==> src/rtl/ctrl_pkg.sv <==
// Shared encodings for the multicycle MIPS-subset controller: opcodes, R-type funcs,
// ALU operation codes, FSM states, instruction classes and datapath mux selects.
package ctrl_pkg;

    // Opcodes (IR[31:26])
    localparam logic [5:0] OP_RTYPE = 6'b000000;
    localparam logic [5:0] OP_J     = 6'b000010;
    localparam logic [5:0] OP_JAL   = 6'b000011;
    localparam logic [5:0] OP_BEQ   = 6'b000100;
    localparam logic [5:0] OP_BNE   = 6'b000101;
    localparam logic [5:0] OP_ADDI  = 6'b001000;
    localparam logic [5:0] OP_SLTI  = 6'b001010;
    localparam logic [5:0] OP_ANDI  = 6'b001100;
    localparam logic [5:0] OP_ORI   = 6'b001101;
    localparam logic [5:0] OP_XORI  = 6'b001110;
    localparam logic [5:0] OP_LW    = 6'b100011;
    localparam logic [5:0] OP_SW    = 6'b101011;

    // R-type func codes (IR[5:0])
    localparam logic [5:0] FN_SLL = 6'b000000;
    localparam logic [5:0] FN_SRL = 6'b000010;
    localparam logic [5:0] FN_JR  = 6'b001000;
    localparam logic [5:0] FN_ADD = 6'b100000;
    localparam logic [5:0] FN_SUB = 6'b100010;
    localparam logic [5:0] FN_AND = 6'b100100;
    localparam logic [5:0] FN_OR  = 6'b100101;
    localparam logic [5:0] FN_XOR = 6'b100110;
    localparam logic [5:0] FN_NOR = 6'b100111;
    localparam logic [5:0] FN_SLT = 6'b101010;

    // ALU operation codes
    localparam logic [3:0] ALU_ADD = 4'b0000;
    localparam logic [3:0] ALU_SUB = 4'b0001;
    localparam logic [3:0] ALU_AND = 4'b0010;
    localparam logic [3:0] ALU_OR  = 4'b0011;
    localparam logic [3:0] ALU_NOR = 4'b0100;
    localparam logic [3:0] ALU_XOR = 4'b0101;
    localparam logic [3:0] ALU_SLT = 4'b0110;
    localparam logic [3:0] ALU_SGT = 4'b0111;
    localparam logic [3:0] ALU_SLL = 4'b1000;
    localparam logic [3:0] ALU_SRL = 4'b1001;
    localparam logic [3:0] ALU_BEQ = 4'b1010;
    localparam logic [3:0] ALU_BNE = 4'b1011;
    localparam logic [3:0] ALU_NOP = 4'b1111;

    // PC source select
    localparam logic [1:0] PC_SRC_ALU    = 2'b00;
    localparam logic [1:0] PC_SRC_ALUOUT = 2'b01;
    localparam logic [1:0] PC_SRC_JUMP   = 2'b10;
    localparam logic [1:0] PC_SRC_RS     = 2'b11;

    // ALU B operand select
    localparam logic [1:0] SRC_B_RT     = 2'b00;
    localparam logic [1:0] SRC_B_FOUR   = 2'b01;
    localparam logic [1:0] SRC_B_IMM    = 2'b10;
    localparam logic [1:0] SRC_B_IMM_SH = 2'b11;

    // Trap causes
    localparam logic [1:0] CAUSE_NONE    = 2'b00;
    localparam logic [1:0] CAUSE_ILLEGAL = 2'b01;
    localparam logic [1:0] CAUSE_TIMEOUT = 2'b10;

    typedef enum logic [2:0] {
        StRst,
        StFetch,
        StDecode,
        StExec,
        StMem,
        StWb,
        StTrap
    } state_e;

    typedef enum logic [3:0] {
        ClsIllegal,
        ClsRAlu,
        ClsIAlu,
        ClsLw,
        ClsSw,
        ClsBranch,
        ClsJ,
        ClsJal,
        ClsJr
    } instr_cls_e;

endpackage

==> src/rtl/ctrl_decode.sv <==
// Combinational instruction decoder: opcode/func -> instruction class, ALU op, illegal flag.
module ctrl_decode
    import ctrl_pkg::*;
#(
    parameter int unsigned OPCODE_W = 6,
    parameter int unsigned FUNC_W   = 6,
    parameter int unsigned ALUOP_W  = 4
) (
    input  logic [OPCODE_W-1:0] opcode_i,
    input  logic [FUNC_W-1:0]   func_i,
    output logic [ALUOP_W-1:0]  alu_op_o,
    output instr_cls_e          cls_o,
    output logic                illegal_o
);

    // Classify the instruction and pick the ALU op used in the execute step.
    always_comb begin
        cls_o    = ClsIllegal;
        alu_op_o = ALU_NOP;
        case (opcode_i)
            OP_RTYPE: begin
                cls_o = ClsRAlu;
                case (func_i)
                    FN_ADD:  alu_op_o = ALU_ADD;
                    FN_SUB:  alu_op_o = ALU_SUB;
                    FN_AND:  alu_op_o = ALU_AND;
                    FN_OR:   alu_op_o = ALU_OR;
                    FN_NOR:  alu_op_o = ALU_NOR;
                    FN_XOR:  alu_op_o = ALU_XOR;
                    FN_SLT:  alu_op_o = ALU_SLT;
                    FN_SLL:  alu_op_o = ALU_SLL;
                    FN_SRL:  alu_op_o = ALU_SRL;
                    FN_JR:   cls_o    = ClsJr;
                    default: cls_o    = ClsIllegal;
                endcase
            end
            OP_ADDI: begin cls_o = ClsIAlu;   alu_op_o = ALU_ADD; end
            OP_SLTI: begin cls_o = ClsIAlu;   alu_op_o = ALU_SLT; end
            OP_ANDI: begin cls_o = ClsIAlu;   alu_op_o = ALU_AND; end
            OP_ORI:  begin cls_o = ClsIAlu;   alu_op_o = ALU_OR;  end
            OP_XORI: begin cls_o = ClsIAlu;   alu_op_o = ALU_XOR; end
            OP_LW:   begin cls_o = ClsLw;     alu_op_o = ALU_ADD; end
            OP_SW:   begin cls_o = ClsSw;     alu_op_o = ALU_ADD; end
            OP_BEQ:  begin cls_o = ClsBranch; alu_op_o = ALU_BEQ; end
            OP_BNE:  begin cls_o = ClsBranch; alu_op_o = ALU_BNE; end
            OP_J:    cls_o = ClsJ;
            OP_JAL:  cls_o = ClsJal;
            default: cls_o = ClsIllegal;
        endcase
        illegal_o = (cls_o == ClsIllegal);
    end

endmodule

==> src/rtl/multicycle_ctrl.sv <==
// Multicycle MIPS-subset control FSM: fetch/decode/exec/mem/writeback sequencing with a
// memory wait handshake, bounded memory timeout and a sticky trap state.
// Optional CTRL_PERF_CNT_EN adds cycle_cnt/instr_cnt performance counters.
module multicycle_ctrl
    import ctrl_pkg::*;
#(
    parameter int unsigned OPCODE_W    = 6,
    parameter int unsigned FUNC_W      = 6,
    parameter int unsigned ALUOP_W     = 4,
    parameter int unsigned MEM_TIMEOUT = 15
`ifdef CTRL_PERF_CNT_EN
    ,
    parameter int unsigned CNT_W       = 32
`endif
) (
    input  logic                clk,
    input  logic                rst_n,
    input  logic [OPCODE_W-1:0] opcode,
    input  logic [FUNC_W-1:0]   func,
    input  logic                mem_ready,
    output logic                mem_read,
    output logic                mem_write,
    output logic                iord,
    output logic                ir_write,
    output logic                pc_write,
    output logic                pc_write_cond,
    output logic [1:0]          pc_src,
    output logic                alu_src_a,
    output logic [1:0]          alu_src_b,
    output logic [ALUOP_W-1:0]  alu_op,
    output logic                reg_dst,
    output logic                mem_to_reg,
    output logic                reg_write,
    output logic                jal,
    output logic                trap,
    output logic [1:0]          trap_cause
`ifdef CTRL_PERF_CNT_EN
    ,
    output logic [CNT_W-1:0]    cycle_cnt,
    output logic [CNT_W-1:0]    instr_cnt
`endif
);

    localparam int unsigned      TMO_W    = $clog2(MEM_TIMEOUT + 1);
    // Last wait count at which mem_ready may still rescue the access.
    localparam logic [TMO_W-1:0] TMO_LAST = TMO_W'(MEM_TIMEOUT - 1);

    state_e             state_q, state_d;
    logic [TMO_W-1:0]   wait_q, wait_d;
    logic [1:0]         cause_q, cause_d;

    logic [ALUOP_W-1:0] dec_alu_op;
    instr_cls_e         dec_cls;
    logic               dec_illegal;

    ctrl_decode #(
        .OPCODE_W (OPCODE_W),
        .FUNC_W   (FUNC_W),
        .ALUOP_W  (ALUOP_W)
    ) u_decode (
        .opcode_i  (opcode),
        .func_i    (func),
        .alu_op_o  (dec_alu_op),
        .cls_o     (dec_cls),
        .illegal_o (dec_illegal)
    );

    // Next-state, wait counter, trap cause and all datapath strobes.
    always_comb begin
        state_d       = state_q;
        wait_d        = wait_q;
        cause_d       = cause_q;
        mem_read      = 1'b0;
        mem_write     = 1'b0;
        iord          = 1'b0;
        ir_write      = 1'b0;
        pc_write      = 1'b0;
        pc_write_cond = 1'b0;
        pc_src        = PC_SRC_ALU;
        alu_src_a     = 1'b0;
        alu_src_b     = SRC_B_RT;
        alu_op        = ALU_NOP;
        reg_dst       = 1'b0;
        mem_to_reg    = 1'b0;
        reg_write     = 1'b0;
        jal           = 1'b0;
        trap          = 1'b0;

        unique case (state_q)
            StRst: state_d = StFetch;

            StFetch: begin
                mem_read  = 1'b1;
                alu_src_b = SRC_B_FOUR;
                alu_op    = ALU_ADD;
                if (mem_ready) begin
                    ir_write = 1'b1;
                    pc_write = 1'b1;
                    pc_src   = PC_SRC_ALU;
                    state_d  = StDecode;
                end else if (wait_q == TMO_LAST) begin
                    state_d = StTrap;
                    cause_d = CAUSE_TIMEOUT;
                end else begin
                    wait_d = wait_q + 1'b1;
                end
            end

            StDecode: begin
                // Branch target computed speculatively into ALUOut.
                alu_src_b = SRC_B_IMM_SH;
                alu_op    = ALU_ADD;
                if (dec_illegal) begin
                    state_d = StTrap;
                    cause_d = CAUSE_ILLEGAL;
                end else begin
                    case (dec_cls)
                        ClsJ: begin
                            pc_write = 1'b1;
                            pc_src   = PC_SRC_JUMP;
                            state_d  = StFetch;
                        end
                        ClsJal: begin
                            pc_write  = 1'b1;
                            pc_src    = PC_SRC_JUMP;
                            reg_write = 1'b1;
                            jal       = 1'b1;
                            state_d   = StFetch;
                        end
                        ClsJr: begin
                            pc_write = 1'b1;
                            pc_src   = PC_SRC_RS;
                            state_d  = StFetch;
                        end
                        default: state_d = StExec;
                    endcase
                end
            end

            StExec: begin
                alu_src_a = 1'b1;
                case (dec_cls)
                    ClsRAlu: begin
                        alu_src_b = SRC_B_RT;
                        alu_op    = dec_alu_op;
                        state_d   = StWb;
                    end
                    ClsIAlu: begin
                        alu_src_b = SRC_B_IMM;
                        alu_op    = dec_alu_op;
                        state_d   = StWb;
                    end
                    ClsLw, ClsSw: begin
                        alu_src_b = SRC_B_IMM;
                        alu_op    = ALU_ADD;
                        state_d   = StMem;
                    end
                    ClsBranch: begin
                        alu_src_b     = SRC_B_RT;
                        alu_op        = dec_alu_op;
                        pc_write_cond = 1'b1;
                        pc_src        = PC_SRC_ALUOUT;
                        state_d       = StFetch;
                    end
                    default: begin
                        // Only reachable if the IR changed under us; treat as illegal.
                        state_d = StTrap;
                        cause_d = CAUSE_ILLEGAL;
                    end
                endcase
            end

            StMem: begin
                iord = 1'b1;
                if (dec_cls == ClsSw) begin
                    mem_write = 1'b1;
                end else begin
                    mem_read = 1'b1;
                end
                if (mem_ready) begin
                    state_d = (dec_cls == ClsSw) ? StFetch : StWb;
                end else if (wait_q == TMO_LAST) begin
                    state_d = StTrap;
                    cause_d = CAUSE_TIMEOUT;
                end else begin
                    wait_d = wait_q + 1'b1;
                end
            end

            StWb: begin
                reg_write  = 1'b1;
                reg_dst    = (dec_cls == ClsRAlu);
                mem_to_reg = (dec_cls == ClsLw);
                state_d    = StFetch;
            end

            StTrap: trap = 1'b1;

            default: state_d = StRst;
        endcase

        // Any state change restarts the wait budget for the next memory phase.
        if (state_d != state_q) begin
            wait_d = '0;
        end
    end

    assign trap_cause = cause_q;

    // State, wait counter and sticky trap cause registers.
    always_ff @(posedge clk or negedge rst_n) begin
        if (!rst_n) begin
            state_q <= StRst;
            wait_q  <= '0;
            cause_q <= CAUSE_NONE;
        end else begin
            state_q <= state_d;
            wait_q  <= wait_d;
            cause_q <= cause_d;
        end
    end

`ifdef CTRL_PERF_CNT_EN
    logic [CNT_W-1:0] cycle_cnt_q, cycle_cnt_d;
    logic [CNT_W-1:0] instr_cnt_q, instr_cnt_d;

    // Count non-trap cycles and instruction completions (re-entry into fetch).
    always_comb begin
        cycle_cnt_d = cycle_cnt_q;
        instr_cnt_d = instr_cnt_q;
        if (state_q != StTrap) begin
            cycle_cnt_d = cycle_cnt_q + 1'b1;
        end
        if ((state_d == StFetch) && (state_q != StFetch) && (state_q != StRst)) begin
            instr_cnt_d = instr_cnt_q + 1'b1;
        end
    end

    // Performance counter registers.
    always_ff @(posedge clk or negedge rst_n) begin
        if (!rst_n) begin
            cycle_cnt_q <= '0;
            instr_cnt_q <= '0;
        end else begin
            cycle_cnt_q <= cycle_cnt_d;
            instr_cnt_q <= instr_cnt_d;
        end
    end

    assign cycle_cnt = cycle_cnt_q;
    assign instr_cnt = instr_cnt_q;
`endif

endmodule

==> config.mk <==
export PLATFORM = sky130hd
export DESIGN_NAME = multicycle_ctrl
export DESIGN_NICKNAME = d
export VERILOG_FILES = /design/src/rtl/ctrl_pkg.sv /design/src/rtl/ctrl_decode.sv /design/src/rtl/multicycle_ctrl.sv
export SDC_FILE = /design/constraint.sdc
export NUM_CORES = 1
export LEC_CHECK = 0
export ABC_CLOCK_PERIOD_IN_PS = 4000
export CORE_UTILIZATION = 25
export DETAILED_ROUTE_END_ITERATION = 8
export MAX_ROUTING_LAYER = met4
export PLACE_DENSITY = 0.48
export SYNTH_ARGS = -nofsm -noshare
export SYNTH_HDL_FRONTEND = slang
export SYNTH_SLANG_ARGS = --single-unit
==> constraint.sdc <==
create_clock -name clk -period 4 [get_ports clk]
set_input_delay 1.2 -clock clk [delete_from_list [all_inputs] [get_ports clk]]
set_output_delay 1.2 -clock clk [all_outputs]
set_load 0.02 [all_outputs]
# Word-level counts from Yosys, hierarchy flattened
# Index checks and enable logic that the tools add are counted.
[classes]
add_sub_neg = 1
n_eq_ne = 42
muxes = 49
n_reduce_logical = 22
[ops]
columns = ["operator", "n"]
rows = [
  ["== test 6 bit, second input constant", 9],
  ["== test 6 x 4 -> 1 bit, second input constant", 6],
  ["one-hot mux 4 bit (9 select lines)", 1],
  ["one-hot mux 4 bit (8 select lines)", 1],
  ["one-hot mux 4 bit (7 select lines)", 1],
  ["one-hot mux 4 bit (2 select lines)", 3],
  ["== test 6 x 2 -> 1 bit, second input constant", 3],
  ["2-to-1 mux 1 bit", 18],
  ["one-hot mux 3 bit (6 select lines)", 1],
  ["== test 4 x 3 -> 1 bit, second input constant", 4],
  ["2-to-1 mux 4 bit", 4],
  ["2-to-1 mux 3 bit", 5],
  ["2-to-1 mux 2 bit", 7],
  ["OR reduction 2 bit", 7],
  ["== test 6 x 3 -> 1 bit, second input constant", 2],
  ["zero test 6 bit", 2],
  ["one-hot mux 2 bit (3 select lines)", 2],
  ["OR reduction 3 bit", 4],
  ["OR reduction 5 bit", 2],
  ["== test 3 bit, second input constant", 3],
  ["one-hot mux 3 bit (3 select lines)", 1],
  ["OR reduction 9 bit", 1],
  ["== test 4 x 2 -> 1 bit, second input constant", 2],
  ["== test 4 bit, second input constant", 2],
  ["15 further kinds", 23],
]
[word_totals]
register_bits = 9
output_inout_bits = 22

# Longest topological paths before layout
[depth]
ltp_word = 12
depth_mapped = 8
ltp_nobuf = 7

# Modules after synthesis
# Synthesis repeated with hierarchy kept, for this count alone.
[hier_totals]
cells_unflattened = 196
hier_area_um2 = 1387.6
[modules_own_cells]
columns = ["mod", "n_inst", "cells_each", "area_each_um2", "seq_area_each_um2"]
rows = [
  ["multicycle_ctrl", 1, 125, 927.1, 225.2],
  ["ctrl_decode", 1, 71, 460.4, 0.0],
]

# Worst setup path after synthesis
# Ideal clock, no wire load.
[synth_timing]
path_type = "input to output"
from = "input opcode[5]"
to = "output reg_write"
arrival_ps = 2741
required_time_ps = 2800
path_slack_ps = 59
cell_stages = 7
path_cell_list = "buf_2 -> nor3_4 -> and2_1 -> buf_6 -> a22oi_4 -> nor3_1 -> o21bai_1"
[synth_between]
elab_chain_len = 7
[synth_lines]
columns = ["item", "line", "source"]
rows = [
  ["from (decl)", "multicycle_ctrl.sv:18", "input logic [OPCODE_W-1:0] opcode,"],
  ["== test 6 x 4 -> 1 bit or == test 6 x 3 -> 1 bit (tied branches)", "ctrl_decode.sv:20", "case (opcode_i)"],
  ["OR reduction 5 bit (no source line) or OR reduction 2 bit (tied branches)", "n/a", ""],
  ["one-hot mux 4 bit (7 select lines) *", "ctrl_decode.sv:20", ""],
  ["== test 4 x 3 -> 1 bit", "multicycle_ctrl.sv:117", "case (dec_cls)"],
  ["2-to-1 mux 1 bit", "multicycle_ctrl.sv:117", ""],
  ["2-to-1 mux 1 bit *", "multicycle_ctrl.sv:113", "if (dec_illegal) begin"],
  ["one-hot mux 1 bit (2 select lines) *", "multicycle_ctrl.sv:89", "unique case (state_q)"],
  ["to (decl)", "multicycle_ctrl.sv:33", "output logic reg_write,"],
]
# Mark *: on every way between the ends. The rest lies on a longest branch, timed or not.

# Worst setup path after layout
[layout_timing]
from = "input opcode[5]"
to = "output mem_to_reg"
[layout_between]
elab_chain_len = 5
[layout_lines]
columns = ["item", "line", "source"]
rows = [
  ["== test 6 x 4 -> 1 bit or == test 6 x 3 -> 1 bit (tied branches)", "ctrl_decode.sv:20", ""],
  ["OR reduction 5 bit (no source line) or OR reduction 2 bit (tied branches)", "n/a", ""],
  ["one-hot mux 4 bit (7 select lines) *", "ctrl_decode.sv:20", ""],
  ["== test 4 x 2 -> 1 bit *", "multicycle_ctrl.sv:193", "mem_to_reg = (dec_cls == ClsLw);"],
  ["2-to-1 mux 1 bit *", "multicycle_ctrl.sv:89", ""],
  ["to (decl)", "multicycle_ctrl.sv:32", "output logic mem_to_reg,"],
]
# Marks and branches as above.

==> run metrics <==
status=finished, violations left; violated checks=design-rule violations; Slowest cell on crit path=or3_4; Worst EP required=2.80 ns; maximum VDD drop=103.4 uV; Tcrit/Tclk final=0.9717; Seq/Total Area, Yosys=0.1877; Setup Slack @ Placement=-0.7616 ns; Top delay family on crit path=simple AND/OR/NAND/NOR gates; pin count of the biggest net entering global routing=13; Final Skew=0.001543 ns; CP Max Fanout=3; Unique masters post-synth=50; setup ws final=about 0.11 ns; wire per inst=between 10 and 15 um; placed wire-length estimate=around 3300 um; GR Overflow Total=0; # diodes=0; Post-Syn Area=1200 um^2; worst-margin pin slew=around 0.4 ns; Final Routed Wirelength=4177 um; ys async rst share=1.000; Yosys reg bits=9; Clock Path Buffers=2; Worst-Skew Late Latency=roughly 0.23 ns; Syn Inst Count=roughly 170; CP cell instances=dlygate4sd2_1 -> nor3_4 -> and2_4 -> a22oi_4 -> or3_4 -> nor3_4 -> buf_6; TritonCTS clock tree=yes; layout cells sized above 1=0.3786; I/O pin total=37; commonest non-fill, non-tap cells in the layout=49 x buf_4, 15 x nor2_1, 12 x nand2_1, 12 x a21oi_1, 10 x inv_1; PortBufs=36; clk root buf=clkbuf_8; static leakage=roughly 0.00095 uW; Syn Nets=roughly 180; Vias=1,515; CP bufs+invs=2; hold_buf cts=0; Total Routing Usage GR=0.1724; Max-Cap Viols=0; Final #Nets=roughly 260; DIE AREA=approximately 5000 um^2; Post-synth EDFFs=0; vias in the first global route=roughly 1,500; Synth Area per Inst=7.228 um^2; setup repair after global routing missed its margin=no; htree depth=1; max incr delay on CP=0.42 ns; dominant synthesized flop cell=dfrtp_1; hold crit path type=reg -> reg; Hold Path Cell Cnt=2; Data arrival, critical path=between 2 and 3 ns; Top cell by count, worst path=nor3_4; area growth from synthesis to layout=68.30%; initial drt markers=between 60 and 70; Core Util, Final=0.4513; CTS Buf Count=3; Die Wd=just over 70 um; Vias/cell=between 5 and 6; Die Y=slightly above 70 um; FP Rows=24; Setup Crit Path Kind=in -> out; gpl congestion=0.8899; most common cell after layout, fill and taps aside=buf_4; Final Max Slew Viols=0; Warnings, synthesis=0; DRT Pass-1 Iters=6; Final Setup Violations=0; worst reg2reg path depth=7; Reg2Reg Setup Slack=2.16 ns; total power=roughly 600 uW; initial antenna violation count=0; fmax=approximately 260 MHz; CTS sink cnt=9; Final min period=3.887 ns; first-pass GRT wire length=just under 7000 um; pwr/cell area=296.1 nW/um^2; Initial Utilization=0.2682; clock-pin slew on the worst setup and hold paths=about 0.040 ns; Routed Antenna Nets=0; CP endpoint kind=output port; CORE AREA=approximately 4500 um^2; Rel. slew slack=0.7283; critical path depth=7; CP Launch Type=input port; # DRC=1; Final Hold Fails=0
-- state kept, by name, summed over array words and instances, names as in the netlist --
signal      flops
wait_q          4
trap_cause      2
state_q         3
-- tightest hold or removal path: stages, from the launching register on --
cell      delay (ns)
dfrtp_1         0.34
nand2b_1        0.06
nand3_1         0.08
-- metal layers --
metal	routed length (um)	global-route usage
met1	1911	0.2186
met2	2125	0.3079
met3	118	0.01688
met4	21	0.01556
met5	0	-
-- cell families (layout without fill, tap and decap cells) --
family | count (synthesis) | in the layout | synth area share
AOI/OAI and AO/OA | 50 | 50 | 0.3035
muxes | 2 | 2 | 0.01668
DFF | 9 | 9 | 0.1877
xor gates and xnor gates | 5 | 5 | 0.03649
buffers and inverters | 20 | 97 | 0.07299
and+or+nand+nor | 78 | 78 | 0.3618
adders and majority gates | 2 | 2 | 0.02085
-- metrics by stage --
| step | std cells | instance area, um^2 | hold slack, ns | TNS [ns] |
|---|---|---|---|---|
| 2_1_floorplan | 166 | 1200 | 0.5253 | 0 |
| 3_3_place_gp | 284 | 1876 | 0.4926 | -8.372 |
| 3_5_place_dp | 284 | 1876 | 0.5040 | -8.509 |
| 4_1_cts | 292 | 1996 | 0.5184 | 0 |
| 5_1_grt | 295 | 2019 | 0.5399 | 0 |
| 6_report | 295 | 2019 | 0.5093 | 0 |
-- synthesized netlist by cell type (2+ instances only) --
master | number | area share
dfrtp_1 | 9 | 0.19
and3_1 | 2 | 0.010
nor3b_1 | 3 | 0.019
clkbuf_1 | 4 | 0.013
o311ai_0 | 2 | 0.015
inv_1 | 10 | 0.031
nand2_1 | 12 | 0.038
o221ai_1 | 2 | 0.015
ha_1 | 2 | 0.021
nand4_1 | 2 | 0.010
o22ai_1 | 6 | 0.031
xor2_1 | 4 | 0.029
mux2i_1 | 2 | 0.017
nor3_1 | 4 | 0.017
a211oi_1 | 3 | 0.019
nand3_1 | 9 | 0.038
nor2_1 | 18 | 0.056
a31oi_1 | 4 | 0.021
o21bai_1 | 3 | 0.019
nor2b_1 | 7 | 0.036
or2_2 | 2 | 0.010
buf_2 | 4 | 0.017
a21oi_1 | 14 | 0.058
a211o_1 | 2 | 0.015
nand2b_1 | 8 | 0.042
o2111ai_1 | 2 | 0.015
o21ai_0 | 3 | 0.013
-- path summary, 6_finish.rpt --
check,startpoint,end
setup / recovery,opcode[5],mem_to_reg
hold / removal,trap_cause[0],trap_cause[0]
setup reg to reg,wait_q[0],wait_q[0]
hold reg to reg,trap_cause[0],trap_cause[0]
max in group asynchronous,rst_n,state_q[0]
min in group asynchronous,rst_n,wait_q[0]
-- power breakdown --
group          total, uW  leakage [uW]  switching, uW  internal (uW)
Combinational        357      0.000817            197            159
Clock                105     0.0000228           35.4           69.4
Sequential           136      0.000111           32.9            103
Total                598      0.000952            266            332
-- final cells by class --
cell class                      count  area [um^2]
Multi-Input combinational cell    137        975.9
Timing Repair Buffer               83        670.6
Tap cell                           52        65.06
Inverter                           10        37.54
Sequential cell                     9        225.2
Clock buffer                        4        45.04
Fill cell                         454         2455
-- timing repair --
action,4_1_cts,5_1_grt
setup endpoints to repair,15,12
cloned,0,0
endpoints found under the hold margin,0,0
setup buffers,4,3
gates resized for setup,86,20
pin swaps,13,10
Power figures use the tool's default switching activity.
